==> src/rtl/h80_uart_rx_if.sv <==
// Receive-side bus interface of the H80 UART: byte pops and sticky error flags.
interface h80_uart_rx_if;
  logic       rd_en;
  logic       clr_err;
  logic [7:0] rd_data;
  logic       rx_valid;
  logic       overrun;
  logic       frame_err;

  // Bus slave side: issues pops and error clears.
  modport master (
    output rd_en, clr_err,
    input  rd_data, rx_valid, overrun, frame_err
  );

  // Receiver side: supplies buffered bytes and status.
  modport slave (
    input  rd_en, clr_err,
    output rd_data, rx_valid, overrun, frame_err
  );
endinterface

==> src/rtl/h80_uart_rx.sv <==
// 8N1 UART receiver with a small first-word-fall-through byte FIFO.
module h80_uart_rx #(
  parameter int CLK_FREQ   = 50000000,
  parameter int UART_FREQ  = 115200,
  parameter int FIFO_DEPTH = 4
) (
  input  logic        sysclk,
  input  logic        reset_n,
  input  logic        uart_rxp,
  h80_uart_rx_if.slave bus
);
  localparam int DIV  = (CLK_FREQ + UART_FREQ/2) / UART_FREQ;
  localparam int HALF = DIV / 2;
  localparam int CW   = $clog2(DIV);
  localparam int AW   = $clog2(FIFO_DEPTH);

  typedef enum logic [2:0] {IDLE, START, DATA, STOP, BREAK} state_t;

  state_t      state;
  logic [CW-1:0] baud_cnt;
  logic [2:0]  bit_idx;
  logic [7:0]  shreg;
  logic        push_q;   // one-cycle pulse: shreg holds a good byte
  logic        ferr_q;   // one-cycle pulse: stop bit was low
  logic [1:0]  sync_q;
  logic        rxs;

  logic [7:0]  mem [FIFO_DEPTH];
  logic [AW-1:0] wr_ptr, rd_ptr;
  logic [AW:0] count, count_nxt;
  logic        full, pop, do_push, ovf_evt;
  logic        rx_valid_q, overrun_q, frame_err_q;

  // Two-flop synchroniser, preset high so reset release never looks like a start bit.
  always_ff @(posedge sysclk or negedge reset_n)
    if (!reset_n) sync_q <= 2'b11;
    else          sync_q <= {sync_q[0], uart_rxp};

  assign rxs = sync_q[1];

  // Frame FSM: mid-bit sampling driven by the baud counter; outputs are registered pulses.
  always_ff @(posedge sysclk or negedge reset_n) begin
    if (!reset_n) begin
      state    <= IDLE;
      baud_cnt <= '0;
      bit_idx  <= '0;
      shreg    <= '0;
      push_q   <= 1'b0;
      ferr_q   <= 1'b0;
    end else begin
      push_q <= 1'b0;
      ferr_q <= 1'b0;
      case (state)
        IDLE: if (!rxs) begin
          baud_cnt <= CW'(HALF - 1);
          state    <= START;
        end
        START: begin
          if (baud_cnt != '0) baud_cnt <= baud_cnt - 1'b1;
          else if (rxs) state <= IDLE;  // false start: line went back high
          else begin
            baud_cnt <= CW'(DIV - 1);
            bit_idx  <= '0;
            state    <= DATA;
          end
        end
        DATA: begin
          if (baud_cnt != '0) baud_cnt <= baud_cnt - 1'b1;
          else begin
            shreg    <= {rxs, shreg[7:1]};
            baud_cnt <= CW'(DIV - 1);
            bit_idx  <= bit_idx + 1'b1;
            if (bit_idx == 3'd7) state <= STOP;
          end
        end
        STOP: begin
          if (baud_cnt != '0) baud_cnt <= baud_cnt - 1'b1;
          else if (rxs) begin
            push_q <= 1'b1;
            state  <= IDLE;
          end else begin
            ferr_q <= 1'b1;
            state  <= BREAK;
          end
        end
        BREAK: if (rxs) state <= IDLE;  // wait out a held-low line
        default: state <= IDLE;
      endcase
    end
  end

  assign full    = (count == (AW+1)'(FIFO_DEPTH));
  assign pop     = bus.rd_en & rx_valid_q;
  assign do_push = push_q & (~full | pop);
  assign ovf_evt = push_q & full & ~pop;

  // Next occupancy: push and pop together leave it unchanged.
  always_comb begin
    count_nxt = count;
    if (do_push && !pop)      count_nxt = count + 1'b1;
    else if (pop && !do_push) count_nxt = count - 1'b1;
  end

  // FIFO pointers, occupancy and registered not-empty flag.
  always_ff @(posedge sysclk or negedge reset_n) begin
    if (!reset_n) begin
      wr_ptr     <= '0;
      rd_ptr     <= '0;
      count      <= '0;
      rx_valid_q <= 1'b0;
    end else begin
      if (do_push) wr_ptr <= wr_ptr + 1'b1;
      if (pop)     rd_ptr <= rd_ptr + 1'b1;
      count      <= count_nxt;
      rx_valid_q <= (count_nxt != '0);
    end
  end

  // Storage needs no reset; the head is masked while empty.
  always_ff @(posedge sysclk)
    if (do_push) mem[wr_ptr] <= shreg;

  // Sticky error flags; a new event wins over a coincident clear.
  always_ff @(posedge sysclk or negedge reset_n) begin
    if (!reset_n) begin
      overrun_q   <= 1'b0;
      frame_err_q <= 1'b0;
    end else begin
      overrun_q   <= (overrun_q & ~bus.clr_err) | ovf_evt;
      frame_err_q <= (frame_err_q & ~bus.clr_err) | ferr_q;
    end
  end

  assign bus.rd_data   = rx_valid_q ? mem[rd_ptr] : 8'h00;
  assign bus.rx_valid  = rx_valid_q;
  assign bus.overrun   = overrun_q;
  assign bus.frame_err = frame_err_q;
endmodule
==> src/flat_wrapper.sv <==
// flat-port wrapper written by rule: the top's interface ports become plain ports
module h80_uart_rx_flat 
#(
  parameter int CLK_FREQ   = 50000000,
  parameter int UART_FREQ  = 115200,
  parameter int FIFO_DEPTH = 4
)
  (sysclk, reset_n, uart_rxp, bus_rd_en, bus_clr_err, bus_rd_data, bus_rx_valid, bus_overrun, bus_frame_err);
  h80_uart_rx_if bus_i ();
  input  logic sysclk;
  input  logic reset_n;
  input  logic uart_rxp;
  input wire logic [$bits(bus_i.rd_en)-1:0] bus_rd_en;
  input wire logic [$bits(bus_i.clr_err)-1:0] bus_clr_err;
  output wire logic [$bits(bus_i.rd_data)-1:0] bus_rd_data;
  output wire logic [$bits(bus_i.rx_valid)-1:0] bus_rx_valid;
  output wire logic [$bits(bus_i.overrun)-1:0] bus_overrun;
  output wire logic [$bits(bus_i.frame_err)-1:0] bus_frame_err;
  assign bus_i.rd_en = bus_rd_en;
  assign bus_i.clr_err = bus_clr_err;
  assign bus_rd_data = bus_i.rd_data;
  assign bus_rx_valid = bus_i.rx_valid;
  assign bus_overrun = bus_i.overrun;
  assign bus_frame_err = bus_i.frame_err;
  h80_uart_rx #(.CLK_FREQ(CLK_FREQ), .UART_FREQ(UART_FREQ), .FIFO_DEPTH(FIFO_DEPTH)) u_core (.sysclk(sysclk), .reset_n(reset_n), .uart_rxp(uart_rxp), .bus(bus_i));
endmodule
==> config.mk <==
export PLATFORM = sky130hd
export DESIGN_NAME = h80_uart_rx_flat
export DESIGN_NICKNAME = d
export VERILOG_FILES = /design/src/rtl/h80_uart_rx_if.sv /design/src/rtl/h80_uart_rx.sv /design/src/flat_wrapper.sv
export SDC_FILE = /design/constraint.sdc
export NUM_CORES = 1
export LEC_CHECK = 0
export CAP_MARGIN = 20
export CORE_ASPECT_RATIO = 0.9
export CORE_MARGIN = 1.5
export CORE_UTILIZATION = 59
export CTS_CLUSTER_DIAMETER = 100
export DETAILED_ROUTE_END_ITERATION = 8
export PLACE_DENSITY_LB_ADDON = 0.2
export RECOVER_POWER = 50
export SYNTH_ARGS = -nofsm -noshare
export SYNTH_HDL_FRONTEND = slang
export SYNTH_SLANG_ARGS = --single-unit
export TNS_END_PERCENT = 30
==> constraint.sdc <==
create_clock -name sysclk -period 2.3 [get_ports sysclk]
set_clock_uncertainty 0.2 [all_clocks]
set_input_delay 0.69 -clock sysclk [delete_from_list [all_inputs] [get_ports sysclk]]
set_output_delay 0.69 -clock sysclk [all_outputs]
set_load 0.1 [all_outputs]
After elaboration in Yosys (flattened, before gate mapping)
Memories as Yosys holds them, arrays and structs flattened.
Cells that the tools add are included.
{"block": "classes", "addsub": 6, "reduce_logical": 13, "n_bitwise": 13, "mux": 30, "eq_ne": 15}
{"cell": "two-way mux 9 bit", "n": 5}
{"cell": "two-way mux 3 bit", "n": 12}
{"cell": "case mux 9 bit (4 select lines)", "n": 1}
{"cell": "case mux 3 bit (5 select lines)", "n": 1}
{"cell": "inequality test 2 bit (second input constant)", "n": 5}
{"cell": "== test 3 bit (second input constant)", "n": 3}
{"cell": "nonzero test 9 bit", "n": 1}
{"cell": "subtractor 9 x 1 -> 9 bit (second input constant)", "n": 1}
{"cell": "two-way mux 1 bit", "n": 8}
{"cell": "two-way mux 8 bit", "n": 1}
{"cell": "AND reduction 4 bit", "n": 2}
{"cell": "adder 3 x 1 -> 3 bit (second input constant)", "n": 2}
{"cell": "bitwise AND 1 bit", "n": 6}
{"cell": "== test 3 x 2 -> 1 bit (second input constant)", "n": 2}
{"cell": "inequality test 2 x 1 -> 1 bit (second input constant)", "n": 3}
{"cell": "case mux 3 bit (2 select lines)", "n": 1}
{"cell": "AND reduction 6 bit", "n": 1}
{"cell": "adder 2 x 1 -> 2 bit (second input constant)", "n": 2}
{"cell": "NOT 1 bit", "n": 4}
{"cell": "nonzero test 4 bit", "n": 1}
{"cell": "== test 3 x 1 -> 1 bit (second input constant)", "n": 1}
{"cell": "logical NOT 3 bit", "n": 1}
{"cell": "inequality test 3 bit (second input constant)", "n": 1}
{"cell": "OR 1 bit", "n": 3}
{"cell": "other kinds (7)", "n": 9}
{"block": "totals", "mem_bits_rw": 32, "in_bits": 5, "elab_cells": 91, "n_memories": 1, "regBits": 37, "out_inout_bits": 11}
{"name": "u_core.mem", "words": 4, "width": 8, "rd": 1, "rd_clocked_by_memory_dff": 0, "write_ports": 1, "line_no": "h80_uart_rx.sv:28", "text": "logic [7:0] mem [FIFO_DEPTH];"}

Depth between registers and ports, before layout
Gate-level depths: netlist of the first run.
{"block": "logic_depth", "word_depth": 9, "ltp_mapped": 7, "depth_no_buf": 7}

Worst setup path after synthesis of the first run
OpenSTA, ideal clock, no wires.
{"block": "synth_timing", "path_type": "register to output", "startpoint": "register u_core.rx_valid_q (netlist: u_core.bus.rx_valid)", "endpoint": "output port bus_rd_data[0]", "n_path_buf": 1, "arrival_time_ns": 1.974, "stages_incl_launch_ff": 3, "setup_slack_ns": -0.564, "cell_sequence": "dfrtp_1 > clkbuf_1 > and2_1"}
{"block": "synth_between", "elab_chain_len": 1}
{"element": "from (decl)", "line_no": "h80_uart_rx.sv:32", "text": "logic rx_valid_q, overrun_q, frame_err_q;"}
{"element": "from (signal assigned)", "line_no": "h80_uart_rx.sv:115", "text": "rx_valid_q <= (count_nxt != '0);"}
{"element": "two-way mux 8 bit", "line_no": "h80_uart_rx.sv:134", "text": "assign bus.rd_data = rx_valid_q ? mem[rd_ptr] : 8'h00;"}
{"element": "to (decl)", "line_no": "flat_wrapper.sv:15", "text": "output wire logic [$bits(bus_i.rd_data)-1:0] bus_rd_data;"}
No other way between the ends.

Worst setup path in the final report of the first run
{"block": "layout_timing", "startpoint": "register u_core.rd_ptr[0]", "endpoint": "output port bus_rd_data[1]"}
{"block": "layout_between", "elab_chain_len": 2}
{"element": "from (decl)", "line_no": "h80_uart_rx.sv:29", "text": "logic [AW-1:0] wr_ptr, rd_ptr;"}
{"element": "from (signal assigned)", "line_no": "h80_uart_rx.sv:113", "text": "if (pop) rd_ptr <= rd_ptr + 1'b1;"}
{"element": "memory (4 x 8 bit)"}
{"element": "two-way mux 8 bit", "line_no": "h80_uart_rx.sv:134"}
No other way between the ends.

==> metrics.cfg, run 1 <==
[synth]
syn_nets=248
ys_async_sr_fraction_pct=53.6
syn_area_sq_um=3170
avgSynthCellArea_sq_um=13.7
synthTopCellsByArea=edfxtp_1 (30%), dfrtp_1 (28%), mux4_2 (5.7%)
synth_flop_cell=dfrtp_1
yosys.area.top_type=edfxtp_1
ys_seq_area_share_pct=59.6
synth_edf_count=32
ys_ff_latch=69
synth_cells=232
yosysTopAreaCellShare_pct=30.3
yosys_warnings=0
yosysUniqueCellTypes=49

[sta]
fin_crit_ns=2.61
max_slew_margin_pct=23.2
finalSetupViolations=8
hold_ws_ns=0.164
finalCritPeriodShare_pct=113
fmax_mhz=384
hold_viol=0
grt_setup_unrepaired=yes
fin_ws_ns=-0.306
worstMarginPinSlew_ns=1.15
slew_viol_final=0

[clock_network]
cts-htree-levels=3
clock-sinks=69
cts-root-buf=clkbuf_8
ctsLongestPathBuffers=2
cts_made_buffers=9
clk_latency_ns=0.34
clk_pin_slew_worst_paths_ns=0.07
cts_hold_buf=0
cts_tree=done

[routing]
drcViolationCount=0
vias=2025
detail_route.first_pass.iterations=4
drt_iter0_drc=148
wl_per_cell_um=17.4
vias_per_cell=5.85
drt_wl_total_um=6020
detail-route-antenna-nets=0

[global_routing]
first_global_vias=2021
grt_pass1_wl_um=10100
track_usage_pct=24.0
grt_antenna_before_repair=0
grt_max_degree=21
grt-ovfl-total=0

[outcome]
status=complete, but fails checks
violations=negative setup slack

[floorplan]
dieWidth_um=80.3
coreArea_sq_um=5220
pin_count=16
start_util_pct=60.7
num_rows=25
dieHeight_um=72.5
die_area_sq_um=5820

[hold_path]
hold_class=reg -> reg

[placed_design]
port_buffers=15
dp_hpwl_um=4290
gp_routability_congestion=0.805
dp_cells=328

[finish]
fillCellCount=323
diodes=0
drive_gt1_share_pct=29.7
final_nets=290
area_growth_pct=21.8
final_cells=346

[power_and_ir_drop]
power.density_nw_per_um2=712
leakagePower_nw=1.71
peakVddDrop_v=0.000493

[worst_setup_path]
critical_path_class=reg -> out
timing.critical_path.from_type=flop
critPathMaxFanout=9
worstSetupEndpointType=output port
cp_data_arrival_time_ns=1.72
critPathRequiredTime_ns=1.41

[job]
drv_cap=0

flip-flops by register name (all words and copies together) (netlist names):
signal / cells
u_core.state: 3
u_core.mem: 32
u_core.rd_ptr: 2
u_core.bus.frame_err: 1
u_core.push_q: 1
u_core.sync_q: 2
u_core.shreg: 8
u_core.bus.overrun: 1
u_core.ferr_q: 1
u_core.count: 3
u_core.baud_cnt: 9
u_core.bus.rx_valid: 1
u_core.bit_idx: 3
u_core.wr_ptr: 2
critical path: stages, from the launching register on:
cell and delay (ns):
dfrtp_1 0.37, buf_12 0.15, mux4_2 0.51, and2_4 0.19
buf_12 0.16
power breakdown:
group	total, W	internal (W)	switching, W
combinational	0.000471	0.000253	0.000218
sequential	0.00143	0.00134	0.0000845
clock	0.000853	0.000448	0.000405
timing repair:
item / in CTS / in global routing
buffers inserted: 1 / 1
pin swaps: 1 / 0
gates resized for setup: 1 / 0
setup endpoints to repair: 8 / 8
cells by family (layout without fill, tap and decap cells):
logic type	after synthesis	count (layout)	share of synthesized area, %
flops	69	69	59.6
simple gates	57	57	11.1
compound gates	43	43	9.51
mux	24	24	11.1
buf+inv	22	69	2.68
fa+ha+maj	11	11	4.34
xor+xnor	6	6	1.66
synth_stat cells (4+ instances only):
library cell  number
nor3_1             4
mux4_2             8
inv_1             13
o211ai_1           5
dfrtp_1           35
and3_1             4
nand4_1            4
a21oi_1            7
edfxtp_1          32
ha_1              11
xnor2_1            4
clkbuf_1           5
nand2_1            5
mux2_2            10
o21ai_0            7
and2_1            13
nor2_1             9
mux2i_1            6
final timing paths:
path	from	end	slack, ns	depth (start not counted)
worst min register to register	u_core.sync_q[0]	u_core.sync_q[1]	0.16	0
worst min-delay path	u_core.sync_q[0]	u_core.sync_q[1]	0.16	0
worst max register to register	u_core.count[1]	u_core.mem[1][1]	0.20	7
worst max-delay path	u_core.rd_ptr[0]	bus_rd_data[1]	-0.31	4
min in group asynchronous	reset_n	u_core.push_q	0.36	1
max in group asynchronous	reset_n	u_core.sync_q[1]	0.58	2
metal layers:
metal / part of all wire (%) / global-route usage [%]
met1: 48 / 35.2
met2: 45 / 34.2
met3: 6.8 / 7.67
met4: 0.51 / 7.85
met5: 0 / 0
cell type report:
cell class,instances,area [sq um],share of cell area (%)
flip-flops and latches,69,1890,49.0
multi-input cells,141,1220,31.6
repair buffers,39,440,11.4
clock buffers,14,163,4.21
well taps,67,83.8,2.17
inverters,14,52.6,1.36
clock inverters,2,10.0,0.259
layout by cell type (no fill, tap or decap), types with 3 or more instances in the layout:
master	instances
a21oi_1	6
a2bb2oi_1	3
a31oi_1	3
and2_1	5
and2_4	8
and3_1	4
buf_12	12
buf_4	21
clkbuf_1	5
clkbuf_8	11
dfrtp_1	34
edfxtp_1	32
ha_1	11
inv_1	13
mux2_2	10
mux2i_1	6
mux4_2	8
nand2_1	5
nand3_1	3
nand4_1	4
nor2_1	9
nor3_1	4
o211ai_1	5
o21ai_0	7
xnor2_1	4
through the flow:
stage | setup WS (ns) | utilization, % | area (sq um) | power (W) | TNS [ns]
2_1_floorplan | -0.0450 | - | 3200 | 0.00174 | -0.0450
3_3_place_gp | -0.0593 | 70.5 | 3680 | 0.00189 | -1.63
3_5_place_dp | -0.102 | 70.5 | 3680 | 0.00190 | -2.65
4_1_cts | -0.338 | 73.9 | 3860 | 0.00277 | -2.47
5_1_grt | -0.374 | 73.9 | 3860 | 0.00289 | -2.73
6_report | -0.306 | 73.9 | 3860 | 0.00275 | -2.25
Power figures use the tool's default switching activity.
==> inputs of run 2 (changes only) <==
SETUP_SLACK_MARGIN = 0.05   (was unset)
==> metrics.cfg, run 2 (synthesis gave the netlist of run 1 again) <==
[outcome]
status=complete, but fails checks
violations=negative setup slack

[finish]
fin_util_pct=75.0  ; +1.1 points
drive_gt1_share_pct=30.9  ; +1.2 points
reg_top3=u_core.mem: 32 flops, u_core.baud_cnt: 9 flops, u_core.shreg: 8 flops
area_growth_pct=23.6
final_cell_mix=dfrtp_1 (33), edfxtp_1 (32), buf_4 (19), inv_1 (13), buf_12 (12)
fillCellCount=335  ; +3.7%
largest_reg_flops=32  ; unchanged
mostFrequentLayoutCell=dfrtp_1
final_nets=289  ; -0.34%
diodes=0  ; unchanged
largest-register=u_core.mem

[clock_network]
cts_tree=done
cts_hold_buf=0  ; unchanged
cts-root-buf=clkbuf_8
clk_pin_slew_worst_paths_ns=0.07  ; about the same
cts_made_buffers=9  ; unchanged
clock-sinks=69  ; unchanged
clk_latency_ns=0.34  ; about the same
cts-htree-levels=3  ; unchanged
ctsLongestPathBuffers=2  ; unchanged

[sta]
max_slew_margin_pct=18.0  ; -5.3 points
worstMarginPinSlew_ns=1.23  ; +0.0789 ns
hold_viol=0  ; unchanged
finalSetupViolations=8  ; unchanged
slew_viol_final=0  ; unchanged
fin_ws_ns=-0.320  ; -0.0132 ns
grt_setup_unrepaired=yes
fin_crit_ns=2.62  ; +0.0132 ns
fmax_mhz=382  ; -0.50%
finalCritPeriodShare_pct=114  ; +0.57 points

[power_and_ir_drop]
total_power_w=0.00291  ; +5.8%
power.density_nw_per_um2=743  ; +4.3%
peakVddDrop_v=0.000615  ; +25%
leakagePower_nw=1.74  ; +1.3%

[routing]
vias=2051  ; +1.3%
wl_per_cell_um=17.6  ; +1.3%
drcViolationCount=0  ; unchanged
detail_route.first_pass.iterations=4  ; unchanged
detail-route-antenna-nets=0  ; unchanged
drt_wl_total_um=6080  ; +0.98%
drt_iter0_drc=153  ; +3.4%
vias_per_cell=5.94  ; +1.6%

[worst_setup_path]
cp_data_arrival_time_ns=1.73  ; about the same
critical_path_class=reg -> out
worstSetupEndpointType=output port
critPathMaxFanout=4  ; -5
critPathRequiredTime_ns=1.41  ; about the same
timing.critical_path.from_type=flop

[floorplan]
dieWidth_um=80.3  ; unchanged
die_area_sq_um=5820  ; unchanged
coreArea_sq_um=5220  ; unchanged
start_util_pct=60.7  ; unchanged
pin_count=16  ; unchanged
dieHeight_um=72.5  ; unchanged
num_rows=25  ; unchanged

[global_routing]
grt_pass1_wl_um=10000  ; -0.61%
grt_max_degree=23  ; +9.5%
track_usage_pct=24.2  ; +0.22 points
first_global_vias=2024  ; +0.15%
grt-ovfl-total=0  ; unchanged
grt_antenna_before_repair=0  ; unchanged

[hold_path]
hold_class=reg -> reg

[placed_design]
place_ws_ns=-0.120  ; -0.0177 ns
port_buffers=15  ; unchanged
gp_routability_congestion=0.829  ; +3.0%
dp_hpwl_um=4280  ; -0.29%

[job]
drv_cap=0  ; unchanged

[run 2: metal layers]
metal / vias to the layer above / routed length (um) / global-route usage, %
li1: 957 / - / -
met1: 1013 / 2860 / 34.9
met2: 71 / 2760 / 34.7
met3: 10 / 359 / 7.92
met4: 0 / 96 / 8.62
met5: - / 0 / 0
[run 2: what timing repair did]
item / 4_1_cts / 5_1_grt
endpoints found under the hold margin: 0 / 0
gates resized for setup: 3 / 2
cloned: 1 / 0
pin swaps: 5 / 0
buffers inserted: 1 / 0
setup endpoints to repair: 8 / 9
[run 2: layout make-up]
class	instances	area, sq um	area share (%)
inverter	14	52.6	1.34
clock buffer	12	188	4.79
sequential	69	1890	48.4
timing repair buffer	38	449	11.5
multi-input combinational	141	1220	31.3
tap	67	83.8	2.14
clock inverter	4	25.0	0.639
[run 2: report_power, final]
group	switching [W]	internal [W]
sequential	0.0000908	0.00134
clock	0.000434	0.000550
combinational	0.000214	0.000278
total	0.000739	0.00217
[run 2: critical path: stages, from the launching register on]
cell	delay [ns]
dfrtp_2	0.41
clkbuf_16	0.15
mux4_2	0.51
and2_4	0.17
buf_12	0.16
[run 2: metrics by stage]
stage	std cells	instance area [sq um]	hold WS, ns	setup TNS [ns]
global placement	327	3670	0.146	-1.59
detailed placement	327	3670	0.150	-3.09
CTS	345	3920	0.132	-2.61
floorplan	232	3200	0.145	-0.0450
global route	345	3920	0.165	-2.79
finish	345	3920	0.158	-2.34
[run 2: worst paths after layout]
check                                    from                  to  slack [ns]  cells after the start
max                          u_core.rd_ptr[0]      bus_rd_data[5]       -0.32                      4
min                          u_core.sync_q[0]    u_core.sync_q[1]        0.16                      0
max reg2reg                u_core.baud_cnt[4]  u_core.baud_cnt[8]        0.16                      4
min reg2reg                  u_core.sync_q[0]    u_core.sync_q[1]        0.16                      0
max in group asynchronous             reset_n    u_core.sync_q[1]        0.48                      2
min in group asynchronous             reset_n    u_core.rd_ptr[1]        0.39                      1
==> inputs of run 3 (changes only) <==
ABC_AREA = 1   (was unset)
CORE_UTILIZATION = 60   (was 59)
CTS_BUF_LIST = sky130_fd_sc_hd__clkbuf_4 sky130_fd_sc_hd__clkbuf_8   (was unset)
REMOVE_ABC_BUFFERS = 1   (was unset)
==> metrics.cfg, run 3 <==
[worst_setup_path]
cp-startpoint=u_core.rd_ptr[0]
worstSetupEndpointType=output port
r2r.worst_path.cells=11  ; +7
r2r-start=u_core.baud_cnt[0]
critPathRequiredTime_ns=1.41  ; about the same
critical_path_class=reg -> out
critPathMaxFanout=6  ; +2
cp_data_arrival_time_ns=1.55  ; -0.18 ns
timing.critical_path.from_type=flop

[routing]
detail_route.first_pass.iterations=4  ; unchanged
drcViolationCount=0  ; unchanged
drt_wl_total_um=5930  ; -2.4%
drt_iter0_drc=119  ; -22%
vias_per_cell=5.19  ; -13%
vias=2391  ; +17%
wl_per_cell_um=12.9  ; -27%
detail-route-antenna-nets=0  ; unchanged

[sta]
tns_ns=-0.953  ; +1.39 ns
grt_setup_unrepaired=yes
fin_ws_ns=-0.143  ; +0.177 ns
finalSetupViolations=8  ; unchanged
finalCritPeriodShare_pct=106  ; -7.7 points
worstMarginPinSlew_ns=0.980  ; -0.250 ns
hold_viol=0  ; unchanged
max_slew_margin_pct=34.6  ; +17 points
slew_viol_final=0  ; unchanged
fmax_mhz=409  ; +7.2%
fin_crit_ns=2.44  ; -0.177 ns

[clock_network]
cts-htree-levels=3  ; unchanged
ctsLongestPathBuffers=2  ; unchanged
cts_tree=done
cts-root-buf=clkbuf_8
cts_hold_buf=0  ; unchanged
clk_latency_ns=0.34  ; about the same
clock-sinks=69  ; unchanged
cts_made_buffers=9  ; unchanged
clk_pin_slew_worst_paths_ns=0.07  ; about the same

[finish]
mostFrequentLayoutCell=nand2_1
drive_gt1_share_pct=16.2  ; -15 points
largest-register=u_core.mem
area_growth_pct=18.5
final_nets=405  ; +40%
final_cells=461  ; +34%
largest_reg_flops=32  ; unchanged
reg_top3=u_core.mem: 32 flops, u_core.baud_cnt: 9 flops, u_core.shreg: 8 flops
final_cell_mix=nand2_1 (78), nor2_1 (62), inv_1 (45), dfrtp_1 (34), edfxtp_1 (32)
diodes=0  ; unchanged

[global_routing]
track_usage_pct=23.1  ; -1.1 points
grt_pass1_wl_um=9980  ; -0.55%
first_global_vias=2204  ; +8.9%
grt_antenna_before_repair=0  ; unchanged
grt_max_degree=20  ; -13%
grt-ovfl-total=0  ; unchanged

[synth]
yosysTopAreaCellShare_pct=29.4  ; -0.88 points
synth_flop_cell=dfrtp_1
ys_seq_area_share_pct=57.9  ; -1.7 points
synth_commonest_cells=nand2_1 (78), nor2_1 (64), inv_1 (45)
ys_ff_latch=69  ; unchanged
yosys.area.top_type=edfxtp_1
yosys_warnings=0  ; unchanged
yosysMostFrequentCell=nand2_1
ys_async_sr_fraction_pct=53.6  ; unchanged
synth_cells=357  ; +54%
syn_area_sq_um=3270  ; +3.0%
synthTopCellsByArea=edfxtp_1 (29%), dfrtp_1 (27%), nand2_1 (9.0%)
synth_edf_count=32  ; unchanged
yosysUniqueCellTypes=25  ; -49%
avgSynthCellArea_sq_um=9.15  ; -33%

[placed_design]
dp_hpwl_um=4440  ; +3.8%
gp_routability_congestion=0.912  ; +10%
dp_cells=445  ; +36%
port_buffers=15  ; unchanged

[floorplan]
dieHeight_um=73.0  ; +0.61%
start_util_pct=62.1  ; +1.4 points
dieWidth_um=80.8  ; +0.62%
num_rows=25  ; unchanged
pin_count=16  ; unchanged
coreArea_sq_um=5260  ; +0.60%
die_area_sq_um=5900  ; +1.2%

[power_and_ir_drop]
power.density_nw_per_um2=1040  ; +40%
peakVddDrop_v=0.00118  ; +92%
leakagePower_nw=1.90  ; +9.4%
total_power_w=0.00402  ; +38%

[outcome]
status=complete, but fails checks
violations=negative setup slack

[hold_path]
hold_start=u_core.sync_q[0]
hold_depth=0  ; unchanged
hold_class=reg -> reg

[job]
drv_cap=0  ; unchanged

## run 3: layout make-up
cell class                      count  area [sq um]
Sequential cell                    69          1890
Fill cell                         368          1380
Multi-Input combinational cell    236          1200
Timing Repair Buffer               27           353
Inverter                           46           175
Clock buffer                       13           154
Tap cell                           67          83.8
Clock inverter                      3          12.5
## run 3: cell families (layout without fill, tap and decap cells)
group                      count (synthesis)  count (layout)  synth area share, %
buffers and inverters                     52              89                 6.55
adders and majority gates                 11              11                 4.21
and+or+nand+nor                          174             174                 22.1
xor gates and xnor gates                   4               4                 1.07
AOI/OAI and AO/OA                         47              47                 8.16
DFF                                       69              69                 57.9
## run 3: routing by layer
layer / track usage (%) / part of all wire, % / vias up
met5: 0 / 0 / -
met4: 7.85 / 1.5 / 0
met3: 7.50 / 4.1 / 8
met2: 38.5 / 49 / 53
met1: 28.7 / 45 / 1120
li1: - / - / 1210
## run 3: report_power, final
part / leakage (nW) / switching (W) / internal (W)
clock network: 0.0902 / 0.000393 / 0.000431
logic: 0.973 / 0.00116 / 0.000646
registers: 0.837 / 0.0000569 / 0.00134
## run 3: repair_timing
item                                    4_1_cts  5_1_grt
endpoints found under the setup margin        8        8
gates cloned                                  0        0
pin swaps                                     9        5
buffers inserted                              0        0
resized for setup                            20        4
## run 3: path summary, 6_finish.rpt
kind | endpoint | slack, ns
max in group asynchronous | u_core.sync_q[1] | 0.58
worst min-delay path | u_core.sync_q[1] | 0.15
worst min register to register | u_core.sync_q[1] | 0.15
min in group asynchronous | u_core.baud_cnt[1] | 0.29
worst max register to register | u_core.baud_cnt[2] | 0.32
worst max-delay path | bus_rd_data[3] | -0.14
## run 3: critical path, stage by stage (launching register included)
cell and delay [ns]:
dfrtp_2 0.45, buf_6 0.14, nor2_1 0.05, nor2_1 0.08, o21ai_0 0.11, a21oi_2 0.19
buf_12 0.20
## run 3: per-stage QoR
step | area (sq um) | hold WS [ns] | worst slack, ns | util [%]
6_report | 3870 | 0.155 | -0.143 | 73.7
3_3_place_gp | 3670 | 0.145 | 0.0663 | 69.8
4_1_cts | 3880 | 0.0822 | -0.168 | 73.8
2_1_floorplan | 3220 | 0.145 | -1.31 | -
5_1_grt | 3870 | 0.161 | -0.235 | 73.7
3_5_place_dp | 3670 | 0.147 | 0.0508 | 69.8
